===== src/rtl/sram_word_initiator.sv =====
// sram_word_initiator: turns one 32-bit word request from the CPU load/store
// path into four sequential byte accesses on a byte-wide synchronous SRAM,
// then returns a single response. At most one request is ever outstanding.
module sram_word_initiator #(
  parameter int ADDR_WIDTH = 10,
  parameter int DATA_WIDTH = 8,
  localparam int W = 4 * DATA_WIDTH
) (
  input  logic                  clk,
  input  logic                  rst_n,
  input  logic                  req_valid,
  output logic                  req_ready,
  input  logic                  req_write,
  input  logic [ADDR_WIDTH-1:0] req_addr,
  input  logic [W-1:0]          req_wdata,
  input  logic [3:0]            req_be,
  output logic                  rsp_valid,
  input  logic                  rsp_ready,
  output logic                  rsp_write,
  output logic [W-1:0]          rsp_rdata,
  output logic [ADDR_WIDTH-1:0] sram_address,
  output logic [DATA_WIDTH-1:0] sram_write_data,
  output logic                  sram_write_enable,
  input  logic [DATA_WIDTH-1:0] sram_read_data
);

  typedef enum logic [1:0] {
    IDLE  = 2'd0,
    WRITE = 2'd1,
    READ  = 2'd2,
    RESP  = 2'd3
  } state_t;

  state_t                  state_q;
  // Counts edges since acceptance: 1..4 for writes, 1..5 for reads.
  logic [2:0]              cnt_q;
  logic [ADDR_WIDTH-1:0]   base_q;
  logic [W-1:0]            wdata_q;
  logic [3:0]              be_q;
  // Bytes 0..2 of a read; byte 3 is merged straight into the response.
  logic [3*DATA_WIDTH-1:0] asm_q;

  logic                    rsp_valid_q;
  logic                    rsp_write_q;
  logic [W-1:0]            rsp_rdata_q;
  logic [ADDR_WIDTH-1:0]   sram_address_q;
  logic [DATA_WIDTH-1:0]   sram_write_data_q;
  logic                    sram_write_enable_q;

  // The request is word aligned, so the two low address bits carry no meaning.
  logic unused_addr_lsb_s;
  assign unused_addr_lsb_s = &{1'b0, req_addr[1:0]};

  // Little-endian lane select: lane k is word bits [8k+7:8k].
  function automatic logic [DATA_WIDTH-1:0] lane_of(input logic [W-1:0] word,
                                                    input logic [1:0]   idx);
    lane_of = word[int'(idx) * DATA_WIDTH +: DATA_WIDTH];
  endfunction

  // Byte address within the captured aligned word; cannot carry out of it.
  function automatic logic [ADDR_WIDTH-1:0] byte_addr(input logic [ADDR_WIDTH-1:0] base,
                                                      input logic [1:0]            idx);
    byte_addr = {base[ADDR_WIDTH-1:2], idx};
  endfunction

  assign req_ready         = (state_q == IDLE);
  assign rsp_valid         = rsp_valid_q;
  assign rsp_write         = rsp_write_q;
  assign rsp_rdata         = rsp_rdata_q;
  assign sram_address      = sram_address_q;
  assign sram_write_data   = sram_write_data_q;
  assign sram_write_enable = sram_write_enable_q;

  // Request/response FSM driving the registered SRAM and response outputs.
  always_ff @(posedge clk or negedge rst_n) begin
    if (!rst_n) begin
      state_q             <= IDLE;
      cnt_q               <= 3'd0;
      base_q              <= '0;
      wdata_q             <= '0;
      be_q                <= 4'b0000;
      asm_q               <= '0;
      rsp_valid_q         <= 1'b0;
      rsp_write_q         <= 1'b0;
      rsp_rdata_q         <= '0;
      sram_address_q      <= '0;
      sram_write_data_q   <= '0;
      sram_write_enable_q <= 1'b0;
    end else begin
      case (state_q)
        IDLE: begin
          if (req_valid) begin
            // Acceptance edge: capture everything and drive byte 0 right away.
            base_q         <= {req_addr[ADDR_WIDTH-1:2], 2'b00};
            wdata_q        <= req_wdata;
            be_q           <= req_be;
            cnt_q          <= 3'd1;
            sram_address_q <= {req_addr[ADDR_WIDTH-1:2], 2'b00};
            if (req_write) begin
              sram_write_data_q   <= req_wdata[DATA_WIDTH-1:0];
              sram_write_enable_q <= req_be[0];
              state_q             <= WRITE;
            end else begin
              sram_write_enable_q <= 1'b0;
              state_q             <= READ;
            end
          end else begin
            sram_write_enable_q <= 1'b0;
          end
        end

        WRITE: begin
          if (cnt_q == 3'd4) begin
            sram_write_enable_q <= 1'b0;
            rsp_valid_q         <= 1'b1;
            rsp_write_q         <= 1'b1;
            rsp_rdata_q         <= '0;
            cnt_q               <= 3'd0;
            state_q             <= RESP;
          end else begin
            // Disabled lanes still spend their cycle, keeping timing fixed.
            sram_address_q      <= byte_addr(base_q, cnt_q[1:0]);
            sram_write_data_q   <= lane_of(wdata_q, cnt_q[1:0]);
            sram_write_enable_q <= be_q[cnt_q[1:0]];
            cnt_q               <= cnt_q + 3'd1;
          end
        end

        READ: begin
          sram_write_enable_q <= 1'b0;
          if (cnt_q <= 3'd3) begin
            sram_address_q <= byte_addr(base_q, cnt_q[1:0]);
          end else begin
            sram_address_q <= sram_address_q;
          end
          // SRAM data for byte k arrives two edges after its address.
          case (cnt_q)
            3'd2: asm_q[DATA_WIDTH-1:0]              <= sram_read_data;
            3'd3: asm_q[2*DATA_WIDTH-1:DATA_WIDTH]   <= sram_read_data;
            3'd4: asm_q[3*DATA_WIDTH-1:2*DATA_WIDTH] <= sram_read_data;
            3'd5: begin
              rsp_rdata_q <= {sram_read_data, asm_q};
              rsp_valid_q <= 1'b1;
              rsp_write_q <= 1'b0;
              state_q     <= RESP;
            end
            default: asm_q <= asm_q;
          endcase
          if (cnt_q == 3'd5) begin
            cnt_q <= 3'd0;
          end else begin
            cnt_q <= cnt_q + 3'd1;
          end
        end

        RESP: begin
          sram_write_enable_q <= 1'b0;
          if (rsp_ready) begin
            rsp_valid_q <= 1'b0;
            state_q     <= IDLE;
          end else begin
            rsp_valid_q <= 1'b1;
          end
        end

        default: begin
          sram_write_enable_q <= 1'b0;
          rsp_valid_q         <= 1'b0;
          cnt_q               <= 3'd0;
          state_q             <= IDLE;
        end
      endcase
    end
  end

endmodule


===== config.mk =====
export PLATFORM = sky130hd
export DESIGN_NAME = sram_word_initiator
export DESIGN_NICKNAME = d
export VERILOG_FILES = /design/src/rtl/sram_word_initiator.sv
export SDC_FILE = /design/constraint.sdc
export NUM_CORES = 1
export LEC_CHECK = 0
export ABC_AREA = 1
export CORE_MARGIN = 2
export CORE_UTILIZATION = 52
export DETAILED_ROUTE_END_ITERATION = 8
export PLACE_DENSITY = 0.82
export SETUP_SLACK_MARGIN = 0.05
export SYNTH_ARGS = -nofsm -noshare
export SYNTH_HDL_FRONTEND = slang
export SYNTH_SLANG_ARGS = --single-unit
export TNS_END_PERCENT = 1

===== constraint.sdc =====
create_clock -name clk -period 2.45 [get_ports clk]
set_input_delay 0.735 -clock clk [delete_from_list [all_inputs] [get_ports clk]]
set_output_delay 0.735 -clock clk [all_outputs]
set_load 0.01 [all_outputs]

==> impl_metrics.yaml <==
power:
  p_total_w: 0.0105
  powerDensity_nw_per_um2: 1410
  irDropWorstVdd_mv: 0.615
  sw_frac_of_total_pct: 37.2
  p_comb_share_pct: 40.6
  p_int_w: 0.00657
  p_leak_nw: 3.73
  clkPwrFrac_pct: 24.6
  power_frac_seq_pct: 34.7
  power_switching_w: 0.00389
setup_path:
  r2r_start: "state_q[0]"
  crit_chain: "inv_1, ha_4, dlygate4sd2_1"
  cp_max_fo: 7
  cp-end-kind: "output port"
  cpMaxStageDelayCell: "dfrtp_1"
  start_kind: "flop"
  worstSetupPathType: "reg2out"
  slowest_delay_ns: 0.41
  ff2ff_setup_slack_ns: 0.45
  reg2reg_depth: 8
  startpoint: "state_q[0]"
  r2r-end: "sram_address[6]"
  crit_required_ns: 1.71
  crit_end: "req_ready"
  cp_data_arrival_time_ns: 1.59
sta:
  slew_violations: 0
  rsz0062_at_grt: "no"
  setup_viol: 0
  fin_crit_sh_pct: 94.8
  relSlewSlack_pct: 62.8
  min_period_ns: 2.32
  worst_pin_slew_ns: 0.556
  finClkSkew_ns: 0.0111
  max_freq_mhz: 430
  tns_ns: 0
  hold_violations: 0
  timing.hold.ws_ns: 0.0595
global_routing:
  track_usage_pct: 24.0
  top_usage_layer: "met2"
  met2_usage_pct: 40.8
  grt_pass1_wl_um: 21700
  grt_overflow: 0
  antenna_found_initial: 0
  grt_max_degree: 71
  grtUsageMet3_pct: 6.48
  use_met1_pct: 29.8
  grt_pass1_vias: 4601
finish:
  drive_above_1_share_pct: 11.4
  area_growth_pct: 32.3
  final_cells: 926
  nNetsFinal: 846
  multi_input_area_um2: 2150
  num_antenna_cells: 0
  fin_area_um2: 7420
  nFillCells: 794
  regArea_um2: 3150
place:
  dpl_cell_area_um2: 6790
  gp_congestion: 0.804
  port_buffers: 110
  dp.final_hpwl_um: 8750
  dp_cells: 895
clock_network:
  clock_latency_ns: 0.52
  cts_max_path_buffers: 2
  path_clk_slew_ns: 0.06
  cts_tree: "done"
  numCtsBuffers: 17
  cts_max_level: 4
  hold_buffers: 0
  cts.sinks: 126
  cts_root_buffer: "clkbuf_8"
run_status:
  status: "finished, final reports clean"
hold_path:
  hold_class: "in2async"
floorplanning:
  io_pins: 113
  start_util_pct: 53.9
  row_count: 37
  core_um2: 10400
  fp.dieArea_um2: 11600
  die_height_um: 108
  dieWidth_um: 108
drt:
  via_per_inst: 5.15
  drtPass1Iterations: 5
  remaining_drc_errors: 0
  wl_um: 13000
  drtIter0Drc: 257
  postRouteAntennaNets: 0
  drt-wirelength-per-cell_um: 14.0
  via_count: 4768
logic_synthesis:
  synth.net_count: 737
  synthesis.area_um2: 5610
  ys_types: 20
  synth_warnings: 0
  yosysSeqAreaShare_pct: 56.2
  ys_ff_latch: 126
  postSynthAreaPerCell_um2: 8.39
  synthCells: 669
run:
  cap_violations: 0
## critical path: cells and delay by family, from the launching register on
family,cells,cell delay (ns)
adders and majority gates,1,0.20
buffers and inverters,2,0.46
DFF,1,0.41
## placed cells by master (no fill, tap or decap), types with 3 or more instances in the layout
| cell | count |
|---|---|
| nand2_4 | 3 |
| inv_1 | 31 |
| nand3_1 | 30 |
| bufinv_16 | 4 |
| o21ai_0 | 61 |
| dfrtp_1 | 126 |
| clkdlybuf4s50_1 | 108 |
| clkinv_4 | 4 |
| nand2_1 | 307 |
| ha_1 | 8 |
| clkbuf_16 | 16 |
| nand3b_1 | 3 |
| buf_4 | 9 |
| nand2_2 | 41 |
| nor2_1 | 24 |
## repair_timing
action / 4_1_cts / 5_1_grt
resized for setup: 2 / 1
setup buffers: 0 / 0
setup endpoints to repair: 1 / 1
## layout make-up
class	instances	share of cell area, %
clock buffers	18	5.77
clock inverters	13	2.55
inverters	33	1.77
multi-input cells	480	29.0
flip-flops and latches	126	42.5
well taps	136	2.29
repair buffers	120	16.1
## power by group through the flow
stage	registers, W	logic, W	clock network, W
final	0.00364	0.00425	0.00258
after global routing	0.00374	0.00477	0.00272
after CTS	0.00363	0.00424	0.00261
after detailed placement	0.00365	0.00416	0
after global placement	0.00360	0.00402	0
after floorplan	0.00373	0.00258	0
## cells by family after synthesis
group	count (synthesis)	synth area share, %
AOI/OAI and AO/OA	62	5.57
adders and majority gates	9	2.01
and+or+nand+nor	409	30.6
buffers and inverters	63	5.66
DFF	126	56.2
## through the flow
stage	worst slack (ns)	util (%)
after detailed placement	0.247	65.2
after floorplan	0.694	-
final	0.127	71.3
after global routing	0.0605	71.3
after CTS	0.0857	71.2
after global placement	0.294	65.2
## layer usage
layer	wire length, um	share of wire, %
met1	5360	41
met2	6790	52
met3	632	4.9
met4	230	1.8
met5	0	0
## synthesized netlist by cell type
| cell | n | share of area [%] |
|---|---|---|
| nand2_1 | 307 | 21 |
| nand3_1 | 30 | 2.7 |
| nor2_1 | 24 | 1.6 |
| ha_1 | 9 | 2.0 |
| o21ai_0 | 61 | 5.4 |
| buf_12 | 2 | 0.71 |
| buf_4 | 6 | 0.80 |
| dfrtp_1 | 126 | 56 |
| inv_4 | 1 | 0.11 |
| nand2_2 | 41 | 4.6 |
| nand2_4 | 3 | 0.60 |
| buf_6 | 1 | 0.20 |
| clkbuf_1 | 11 | 0.74 |
| buf_2 | 9 | 0.80 |
| nand3b_1 | 3 | 0.40 |
| buf_1 | 1 | 0.067 |
| a22oi_1 | 1 | 0.13 |
| nand3_2 | 1 | 0.18 |
| inv_6 | 1 | 0.16 |
| inv_1 | 31 | 2.1 |
## flip-flops by register name, summed over array words and instances, names as in the netlist
register           flops
rsp_rdata             32
wdata_q               32
asm_q                 24
sram_address          10
base_q                 8
sram_write_data        8
be_q                   4
cnt_q                  3
state_q                2
rsp_valid              1
rsp_write              1
sram_write_enable      1
## worst min-delay path by stage
| stage | from | endpoint | slack (ns) | cells after the start |
|---|---|---|---|---|
| after floorplan | rst_n | asm_q[0] | 0.44 | 0 |
| after CTS | rst_n | asm_q[0] | 0.05 | 1 |
| after global routing | rst_n | asm_q[4] | 0.04 | 1 |
| after global placement | be_q[3] | be_q[3] | 0.46 | 2 |
| after detailed placement | wdata_q[17] | wdata_q[17] | 0.47 | 2 |
| final | rst_n | rsp_rdata[2] | 0.06 | 1 |
No activity file was read; power rests on OpenSTA's default activity.
